$ cat config.mk
export PLATFORM = sky130hd
export DESIGN_NAME = conv_kxk_stream
export DESIGN_NICKNAME = d
export VERILOG_FILES = /design/src/rtl/conv_kxk_stream.sv
export SDC_FILE = /design/constraint.sdc
export NUM_CORES = 2
export LEC_CHECK = 0
export CAP_MARGIN = 20
export CORE_MARGIN = 2
export CORE_UTILIZATION = 35
export CTS_CLUSTER_DIAMETER = 100
export DETAILED_ROUTE_END_ITERATION = 10
export SKIP_LAST_GASP = 1
export SLEW_MARGIN = 20
export SYNTH_ARGS = -nofsm -noshare
export SYNTH_HDL_FRONTEND = slang
export SYNTH_SLANG_ARGS = --single-unit
$ cat constraint.sdc
create_clock -name clk -period 11.2 [get_ports clk]
set_input_delay 3.36 -clock clk [delete_from_list [all_inputs] [get_ports clk]]
set_output_delay 3.36 -clock clk [all_outputs]
set_load 0.005 [all_outputs]
$ cat src/rtl/conv_kxk_stream.sv
// conv_kxk_stream
//   Multi-channel KxK convolution engine. Sweeps every valid output position
//   of an IMAGE x IMAGE x CHANNELS feature map, reading one K-pixel row slice
//   per cycle from an external feature RAM. Each slice is multiplied against
//   the internal weight store and accumulated. The bias is then added, and the
//   sum is arithmetically shifted right by FRAC_BITS and saturated.
//
//   Optional build macro: CONV_KXK_RELU_EN (fuses ReLU after saturation).
//
// Ports
//   clk, rst        clock, asynchronous active-high reset
//   start           pulse, begins a full-map sweep when idle
//   w_we/w_addr/w_data  weight row write (row = c*K+r, lane 0 in LSBs), idle only
//   b_we/b_data     bias write, idle only
//   fm_addr/fm_data feature RAM read port (data valid one cycle after address)
//   out_data/out_valid  result stream, one pulse per output pixel
//   busy, done      sweep in progress / one-cycle completion pulse
module conv_kxk_stream #(
   parameter int IN_WIDTH    = 8,
   parameter int OUT_WIDTH   = 8,
   parameter int IMAGE       = 32,
   parameter int KERNEL_SIZE = 5,
   parameter int CHANNELS    = 6,
   parameter int FRAC_BITS   = 8,
   parameter int ADDR_W      = $clog2(CHANNELS*IMAGE*IMAGE),
   parameter int WADDR_W     = $clog2(CHANNELS*KERNEL_SIZE+1)
) (
   input  logic                            clk,
   input  logic                            rst,
   input  logic                            start,
   input  logic                            w_we,
   input  logic [WADDR_W-1:0]              w_addr,
   input  logic [KERNEL_SIZE*IN_WIDTH-1:0] w_data,
   input  logic                            b_we,
   input  logic [IN_WIDTH-1:0]             b_data,
   output logic [ADDR_W-1:0]               fm_addr,
   input  logic [KERNEL_SIZE*IN_WIDTH-1:0] fm_data,
   output logic [OUT_WIDTH-1:0]            out_data,
   output logic                            out_valid,
   output logic                            busy,
   output logic                            done
);

   localparam int K       = KERNEL_SIZE;
   localparam int NROW    = CHANNELS*K;
   localparam int OUT_DIM = IMAGE-K+1;
   localparam int ACC_W   = 2*IN_WIDTH + $clog2(CHANNELS*K*K+1);
   localparam int SUM_W   = ACC_W+1;
   localparam int CW      = $clog2(CHANNELS+1);
   localparam int RW      = $clog2(K+1);
   localparam int PW      = $clog2(OUT_DIM+1);
   localparam logic signed [SUM_W-1:0] SAT_MAX = SUM_W'((2**(OUT_WIDTH-1))-1);
   localparam logic signed [SUM_W-1:0] SAT_MIN = SUM_W'(-(2**(OUT_WIDTH-1)));

   typedef enum logic [2:0] {S_IDLE, S_ISSUE, S_DRAIN, S_FINAL, S_FIN} state_t;

   state_t                     r_state, w_next;
   logic [CW-1:0]              r_c;
   logic [RW-1:0]              r_r;
   logic [PW-1:0]              r_ox, r_oy;
   logic                       r_pvld;
   logic [WADDR_W-1:0]         r_prow;
   logic signed [ACC_W-1:0]    r_acc;
   logic [K*IN_WIDTH-1:0]      r_wmem [NROW];
   logic signed [IN_WIDTH-1:0] r_bias;
   logic [OUT_WIDTH-1:0]       r_out;
   logic                       r_ovld;

   logic                          w_last_row, w_last_win;
   logic [K*IN_WIDTH-1:0]         w_wrow;
   logic signed [2*IN_WIDTH-1:0]  w_prod [K];
   logic signed [ACC_W-1:0]       w_mac;
   logic signed [SUM_W-1:0]       w_sum, w_shift;
   logic [OUT_WIDTH-1:0]          w_res;

   assign w_last_row = (r_c == CW'(CHANNELS-1)) && (r_r == RW'(K-1));
   assign w_last_win = (r_ox == PW'(OUT_DIM-1)) && (r_oy == PW'(OUT_DIM-1));
   assign fm_addr    = ADDR_W'((32'(r_c)*IMAGE + 32'(r_oy) + 32'(r_r))*IMAGE + 32'(r_ox));
   assign out_data   = r_out;
   assign out_valid  = r_ovld;

   always_ff @(posedge clk or posedge rst) begin
      if (rst) r_state <= S_IDLE;
      else     r_state <= w_next;
   end

   always_comb begin
      w_next = r_state;
      busy   = 1'b0;
      done   = 1'b0;
      case (r_state)
         S_IDLE:  if (start) w_next = S_ISSUE;
         S_ISSUE: begin
            busy = 1'b1;
            if (w_last_row) w_next = S_DRAIN;
         end
         S_DRAIN: begin
            busy   = 1'b1;
            w_next = S_FINAL;
         end
         S_FINAL: begin
            busy   = 1'b1;
            w_next = w_last_win ? S_FIN : S_ISSUE;
         end
         S_FIN: begin
            done   = 1'b1;
            w_next = S_IDLE;
         end
         default: w_next = S_IDLE;
      endcase
   end

   // Window/row counters plus a one-cycle delayed weight-row index that
   // lines up with the fm_data returned for the previous address.
   always_ff @(posedge clk or posedge rst) begin
      if (rst) begin
         r_c    <= '0;
         r_r    <= '0;
         r_ox   <= '0;
         r_oy   <= '0;
         r_pvld <= 1'b0;
         r_prow <= '0;
         r_acc  <= '0;
         r_out  <= '0;
         r_ovld <= 1'b0;
      end else begin
         r_pvld <= (r_state == S_ISSUE);
         r_prow <= WADDR_W'(32'(r_c)*K + 32'(r_r));
         r_ovld <= (r_state == S_FINAL);
         if (r_pvld) r_acc <= r_acc + w_mac;
         case (r_state)
            S_IDLE: if (start) begin
               r_c   <= '0;
               r_r   <= '0;
               r_ox  <= '0;
               r_oy  <= '0;
               r_acc <= '0;
            end
            S_ISSUE: begin
               if (r_r == RW'(K-1)) begin
                  r_r <= '0;
                  r_c <= w_last_row ? '0 : r_c + 1'b1;
               end else begin
                  r_r <= r_r + 1'b1;
               end
            end
            S_FINAL: begin
               r_out <= w_res;
               r_acc <= '0;
               if (w_last_win) begin
                  r_ox <= '0;
                  r_oy <= '0;
               end else if (r_ox == PW'(OUT_DIM-1)) begin
                  r_ox <= '0;
                  r_oy <= r_oy + 1'b1;
               end else begin
                  r_ox <= r_ox + 1'b1;
               end
            end
            default: ;
         endcase
      end
   end

   // Weight and bias stores keep their contents across reset.
   always_ff @(posedge clk) begin
      if (r_state == S_IDLE) begin
         if (w_we && (w_addr < WADDR_W'(NROW))) r_wmem[w_addr] <= w_data;
         if (b_we) r_bias <= b_data;
      end
   end

   always_comb begin
      w_wrow = r_wmem[r_prow];
      w_mac  = '0;
      for (int unsigned k = 0; k < K; k++) begin
         w_prod[k] = $signed(fm_data[k*IN_WIDTH +: IN_WIDTH]) * $signed(w_wrow[k*IN_WIDTH +: IN_WIDTH]);
         w_mac     = w_mac + ACC_W'(w_prod[k]);
      end
   end

   always_comb begin
      w_sum   = SUM_W'(r_acc) + SUM_W'(r_bias);
      w_shift = w_sum >>> FRAC_BITS;
      if (w_shift > SAT_MAX)      w_res = OUT_WIDTH'(SAT_MAX);
      else if (w_shift < SAT_MIN) w_res = OUT_WIDTH'(SAT_MIN);
      else                        w_res = w_shift[OUT_WIDTH-1:0];
`ifdef CONV_KXK_RELU_EN
      if (w_res[OUT_WIDTH-1]) w_res = '0;
`else
`endif
   end

endmodule

After elaboration in Yosys (flattened, before gate mapping):

Memory sizes are Yosys's and may differ from the RTL's.
Index checks and enable logic that the tools add are counted.

* equal/unequal tests: 12
* mux-type cells: 27
* $add $sub $neg: 14
* multiply operators: 6
* reduce and logical (&&, ||, !) cells: 13
* order comparisons: 3

Operators with widths (count)
* multiplier 8 x 8 -> 16 bit: 5
* two-way mux 24 bit: 2
* case mux 24 bit (2 select lines): 1
* adder 24 x 8 -> 25 bit: 1
* two-way mux 5 bit: 5
* adder 24 x 20 -> 24 bit: 1
* two-way mux 3 bit: 7
* adder 19 x 16 -> 20 bit: 1
* case mux 5 bit (2 select lines): 2
* adder 18 x 16 -> 19 bit: 1
* adder 17 x 16 -> 18 bit: 1
* adder 16 x 16 -> 17 bit: 1
* > comparator 17 x 8 -> 1 bit, second input constant: 1
* < comparator 17 x 8 -> 1 bit, second input constant: 1
* two-way mux 8 bit: 2
* adder 13 x 5 -> 13 bit: 1
* case mux 3 bit (2 select lines): 2
* case mux 3 bit (4 select lines): 1
* adder 5 x 1 -> 5 bit, second input constant: 2
* equality test 5 bit, second input constant: 2
* equality test 3 bit, second input constant: 3
* adder 8 x 3 -> 8 bit: 1
* adder 8 x 5 -> 8 bit: 1
* AND reduction 2 bit: 4
* 14 further kinds: 26

* memories: 1
* bits in registers: 66
* input port bits: 98
* RAM bits: 1200
* output and inout port bits: 24
* logic and storage cells: 87

Memories
* r_wmem: depth 30, bits a word 40, rd ports 1, clocked after Yosys merged registers in 0, wr ports 1, line 64 `logic [K*IN_WIDTH-1:0] r_wmem [NROW];`

Longest topological paths before layout:

An unclocked memory read counts as a cell.

* depth in word-level cells: 10
* gate-level depth with buffers: 37
* depth with buffers taken out: 32

Worst setup path before layout:

OpenSTA, ideal clock, no wires.

* kind: input to register
* from: input port fm_data[15]
* to: register r_acc[23]
* setup time: 141 ps
* arrival time: 10662 ps
* required time: 11059 ps
* path buffers: 1
* setup slack: 397 ps
* stages on the path: 24
* cells stage by stage: buf_1 > nor2b_1 > fa_1 > fa_1 > fa_1 > fa_1 > fa_1 > fa_1 > fa_1 > fa_1 > inv_1 > fa_1 > inv_1 > ha_1 > o21a_1 > o21ai_0 > a31o_2 > a21oi_1 > a41oi_1 > a211o_1 > o2111ai_1 > o31ai_1 > xnor2_1 > a21oi_1

* longest elaborated chain between the ends: 9

Ends and longest elaborated chain
* from (decl): line 37 `input logic [KERNEL_SIZE*IN_WIDTH-1:0] fm_data,`
* multiplier 8 x 8 -> 16 bit (*): line 177 `w_prod[k] = $signed(fm_data[k*IN_WIDTH +: IN_WIDTH]) * $signed(w_wrow[k*IN_WIDTH +: IN_WIDTH]);`
* adder 16 x 16 -> 17 bit (*): line 178 `w_mac = w_mac + ACC_W'(w_prod[k]);`
* adder 17 x 16 -> 18 bit (*): line 178
* adder 18 x 16 -> 19 bit (*): line 178
* adder 19 x 16 -> 20 bit (*): line 178
* adder 24 x 20 -> 24 bit (*): line 130 `if (r_pvld) r_acc <= r_acc + w_mac;`
* two-way mux 24 bit (*): line 130
* two-way mux 24 bit: line 132 `S_IDLE: if (start) begin`
* case mux 24 bit (2 select lines) (*): line 131 `case (r_state)`
* to (signal assigned): line 130
* to (decl): line 63 `logic signed [ACC_W-1:0] r_acc;`

Every way passes the cells marked *; elsewhere a longest branch is shown, timed or not.
A chain may end at the register's enable or synchronous reset.

Worst setup path in the final report:

* from: input port fm_data[39]
* to: register r_acc[23]

* longest elaborated chain between the ends: 6

Ends and longest elaborated chain (line)
* multiplier 8 x 8 -> 16 bit (*): 177
* adder 19 x 16 -> 20 bit (*): 178
* adder 24 x 20 -> 24 bit (*): 130
* two-way mux 24 bit (*): 130
* two-way mux 24 bit: 132
* case mux 24 bit (2 select lines) (*): 131

Marked as above.

==> metrics.md <==
| Metric | Value |
|---|---|
| Top-Level Pins | `122` |
| Total gr overflow | `0` |
| Clock-pin slew on the worst setup and hold paths | `0.06 ns` |
| Core area | `188000 um2` |
| Vias | `34200` |
| Avg WL per Cell | `24.9 um` |
| Fin util | `40.5%` |
| Netlist Area Pre-Place | `66100 um2` |
| Count of nets left with antenna violations after detail routing | `0` |
| Commonest register cell after synthesis | `edfxtp_1` |
| Number of max-cap violations | `0` |
| Insertion delay of the later-clocked pin in the worst-skew pair | `0.78 ns` |
| Worst Skew | `0.0408 ns` |
| Cell type with the highest aggregate area in the netlist | `edfxtp_1` |
| Number of different library cells in the post-synthesis netlist | `81` |
| Area added between synthesis and finish | `15.0%` |
| Pin count of the biggest net entering global routing | `59` |
| First-pass iteration count of the detailed router | `8` |
| TritonCTS clock tree | `yes` |
| Setup-violating endpoint count in the final report | `0` |
| Pre-CTS setup slack | `-0.207 ns` |
| Global-route usage over all layers | `17.6%` |
| Mean Syn Cell Area | `17.4 um2` |
| Post-Syn Nets | `4560` |
| Post-route DRC | `16` |
| Hold Buf Count CTS | `0` |
| Number of antenna violations at the first check in global routing | `14` |
| Final HPWL DP | `107000 um` |
| Total wire length | `168000 um` |
| Master of the slowest instance on the critical path | `fa_1` |
| Initial Utilization | `35.2%` |
| Layout cells sized above 1 | `21.4%` |
| Max H-tree Level | `4` |
| Number of placement rows | `159` |
| Ranking of synthesized cells by area | `edfxtp_1, fa_1, mux4_2` |
| WP data arrival | `11.26 ns` |
| Delay-heaviest family, CP | `adder cells` |
| Drt via density | `5.07` |
| Final period utilization | `94.8%` |
| Final hold vios | `0` |
| Post-CTS sizing | `0` |
| Worst path most repeated cell | `fa_1` |
| Share of synthesized area occupied by flip-flops and latches | `57.0%` |
| Clock buffer count from CTS | `135` |
| Die ar. | `192000 um2` |
| Placed insts | `6495` |
| Port bufs | `121` |
| Slew at the pin with the worst max-slew slack | `1.09 ns` |
| Post-synthesis cell count | `3794` |
| Number of synthesized register bits | `1266` |
| Highest Clock Rate | `94.2 MHz` |
| Crit Path Class | `in -> reg` |
| Floorplan die width | `439 um` |
| Async set-or-reset flop fraction in the synthesized netlist | `4.58%` |
| Proportion of netlist area held by the largest area contributor | `54.9%` |
| Root buffer cell | `clkbuf_16` |
| RSZ-0062 raised after global routing | `no` |
| Largest fanout on the critical path | `4` |
| Run status | `finished with violations` |
| Die outline height | `439 um` |
| Required time worst endpoint | `11.84 ns` |
| Class of the tightest hold or removal check | `reg -> reg` |
| Crit path setup slack, layout | `0.583 ns` |
| First-pass GRT wire length | `249000 um` |
| Number of sinks handled by clock tree synthesis | `1266` |
| GPL Wtd Cong | `0.817` |
| Final count of pins violating max slew | `0` |
| Synthesis Warnings | `0` |
| Max stage delay on crit path | `0.56 ns` |
| Number of flops mapped to enable cells by yosys | `1208` |
| Combined buffer and inverter count along the critical path | `8` |
| Critical path capture point type | `flop` |
| Count of routing violations after the opening detailed-route iteration | `2808` |
| Slew Limit Headroom | `27.3%` |
| Clock period minus worst slack | `10.62 ns` |
| Total setup buffers inserted after CTS | `0` |
| Number of nets in the layout | `4903` |
| Failing checks | `design-rule violations` |
| Vias in the first global route | `36700` |
| Fin cells | `6740` |
| Startpoint type of the worst setup path | `primary input` |
| Maximum buffer depth of the clock tree | `3` |
| Worst-case hold slack | `0.530 ns` |
==> area by class of cell <==
class                   instances  area, um2
well taps                    2495       3120
multi-input cells            1882      26000
fillers                     17000     112000
inverters                     535       2010
diodes                          5       12.5
clock inverters                67        621
repair buffers                317       2930
clock buffers                 173       3560
flip-flops and latches       1266      37700
==> state kept, by name, summed over array words and instances (netlist names), 5 cells and up <==
name and cells:
r_oy 5, r_prow 5, r_ox 5, out_data 8, r_wmem 1200, r_bias 8, r_acc 24
==> per-layer routing <==
metal  global-route usage (%)  share of wire (%)  vias up  wire (um)
li1                         -                  -    14500          -
met1                     23.4                 42    18500      70100
met2                     30.8                 52      939      86400
met3                     2.37                4.9      202       8180
met4                     3.78                1.8        4       2950
met5                        0              0.018        -         30
==> worst paths after layout <==
check	start	to	slack (ns)	depth (start not counted)
min in group asynchronous	rst	r_c[1]	3.13	3
max in group asynchronous	rst	r_prow[4]	7.43	3
min	out_data[0]	out_data[0]	0.53	2
min reg2reg	out_data[0]	out_data[0]	0.53	2
max	fm_data[39]	r_acc[23]	0.58	28
max reg2reg	r_prow[0]	r_acc[23]	0.91	30
==> cells in the mapped netlist (10+ instances only) <==
master    count
a21oi_1      24
clkbuf_1     60
nand2b_1     45
or2_2        25
nor2b_1     158
xor2_1       15
buf_2        29
nor3_1       17
mux2_2       53
dfrtp_1      58
mux2i_4      13
ha_1        187
mux2i_1      25
a21o_1       10
nand2_1     110
and2_1       32
edfxtp_1   1208
xnor2_1      33
mux2i_2      12
fa_1        481
inv_1       534
nor2_1      113
buf_6        11
nand3_1      15
mux4_2      360
o21ai_0      33
==> worst reg2reg max path, delay by kind of cell, from the launching register on <==
family | cells | cell delay [ns]
adder cells (fa/ha/maj) | 10 | 4.71
XOR/XNOR | 1 | 0.16
AO/OA/AOI/OAI | 9 | 1.64
flip-flops | 1 | 0.66
multiplexers | 3 | 1.78
AND/OR/NAND/NOR | 1 | 0.24
buffers and inverters | 6 | 0.97
==> logic make-up after synthesis <==
family / Yosys count / synth area share (%)
flops: 1266 / 57.0
mux: 464 / 14.3
compound gates: 152 / 1.66
simple gates: 550 / 4.39
xor+xnor: 48 / 0.636
fa+ha+maj: 668 / 18.1
buf+inv: 646 / 3.91
==> stage by stage <==
step / cell area (um2) / setup TNS [ns]
after global placement: 71800 / -0.503
final: 76000 / 0
after CTS: 76000 / 0
after floorplan: 66100 / 0
after detailed placement: 71800 / -0.747
after global routing: 76000 / 0
==> cell usage in the layout (no fill, tap or decap), types with 17 or more instances in the layout <==
cell,count
a21oi_1,24
and2_1,32
buf_12,20
buf_4,176
clkbuf_1,36
clkbuf_16,137
clkdlybuf4s50_1,120
clkinv_1,25
clkinv_2,17
dfrtp_1,53
edfxtp_1,1208
fa_1,481
ha_1,187
inv_1,533
mux2_2,53
mux2i_1,25
mux4_2,360
nand2_1,110
nand2b_1,45
nor2_1,85
nor2_4,28
nor2b_1,158
o21ai_0,33
or2_2,25
xnor2_1,33
Power is not shown: default switching activity piles up to over one toggle a cycle in this logic, so the estimate is an artifact.
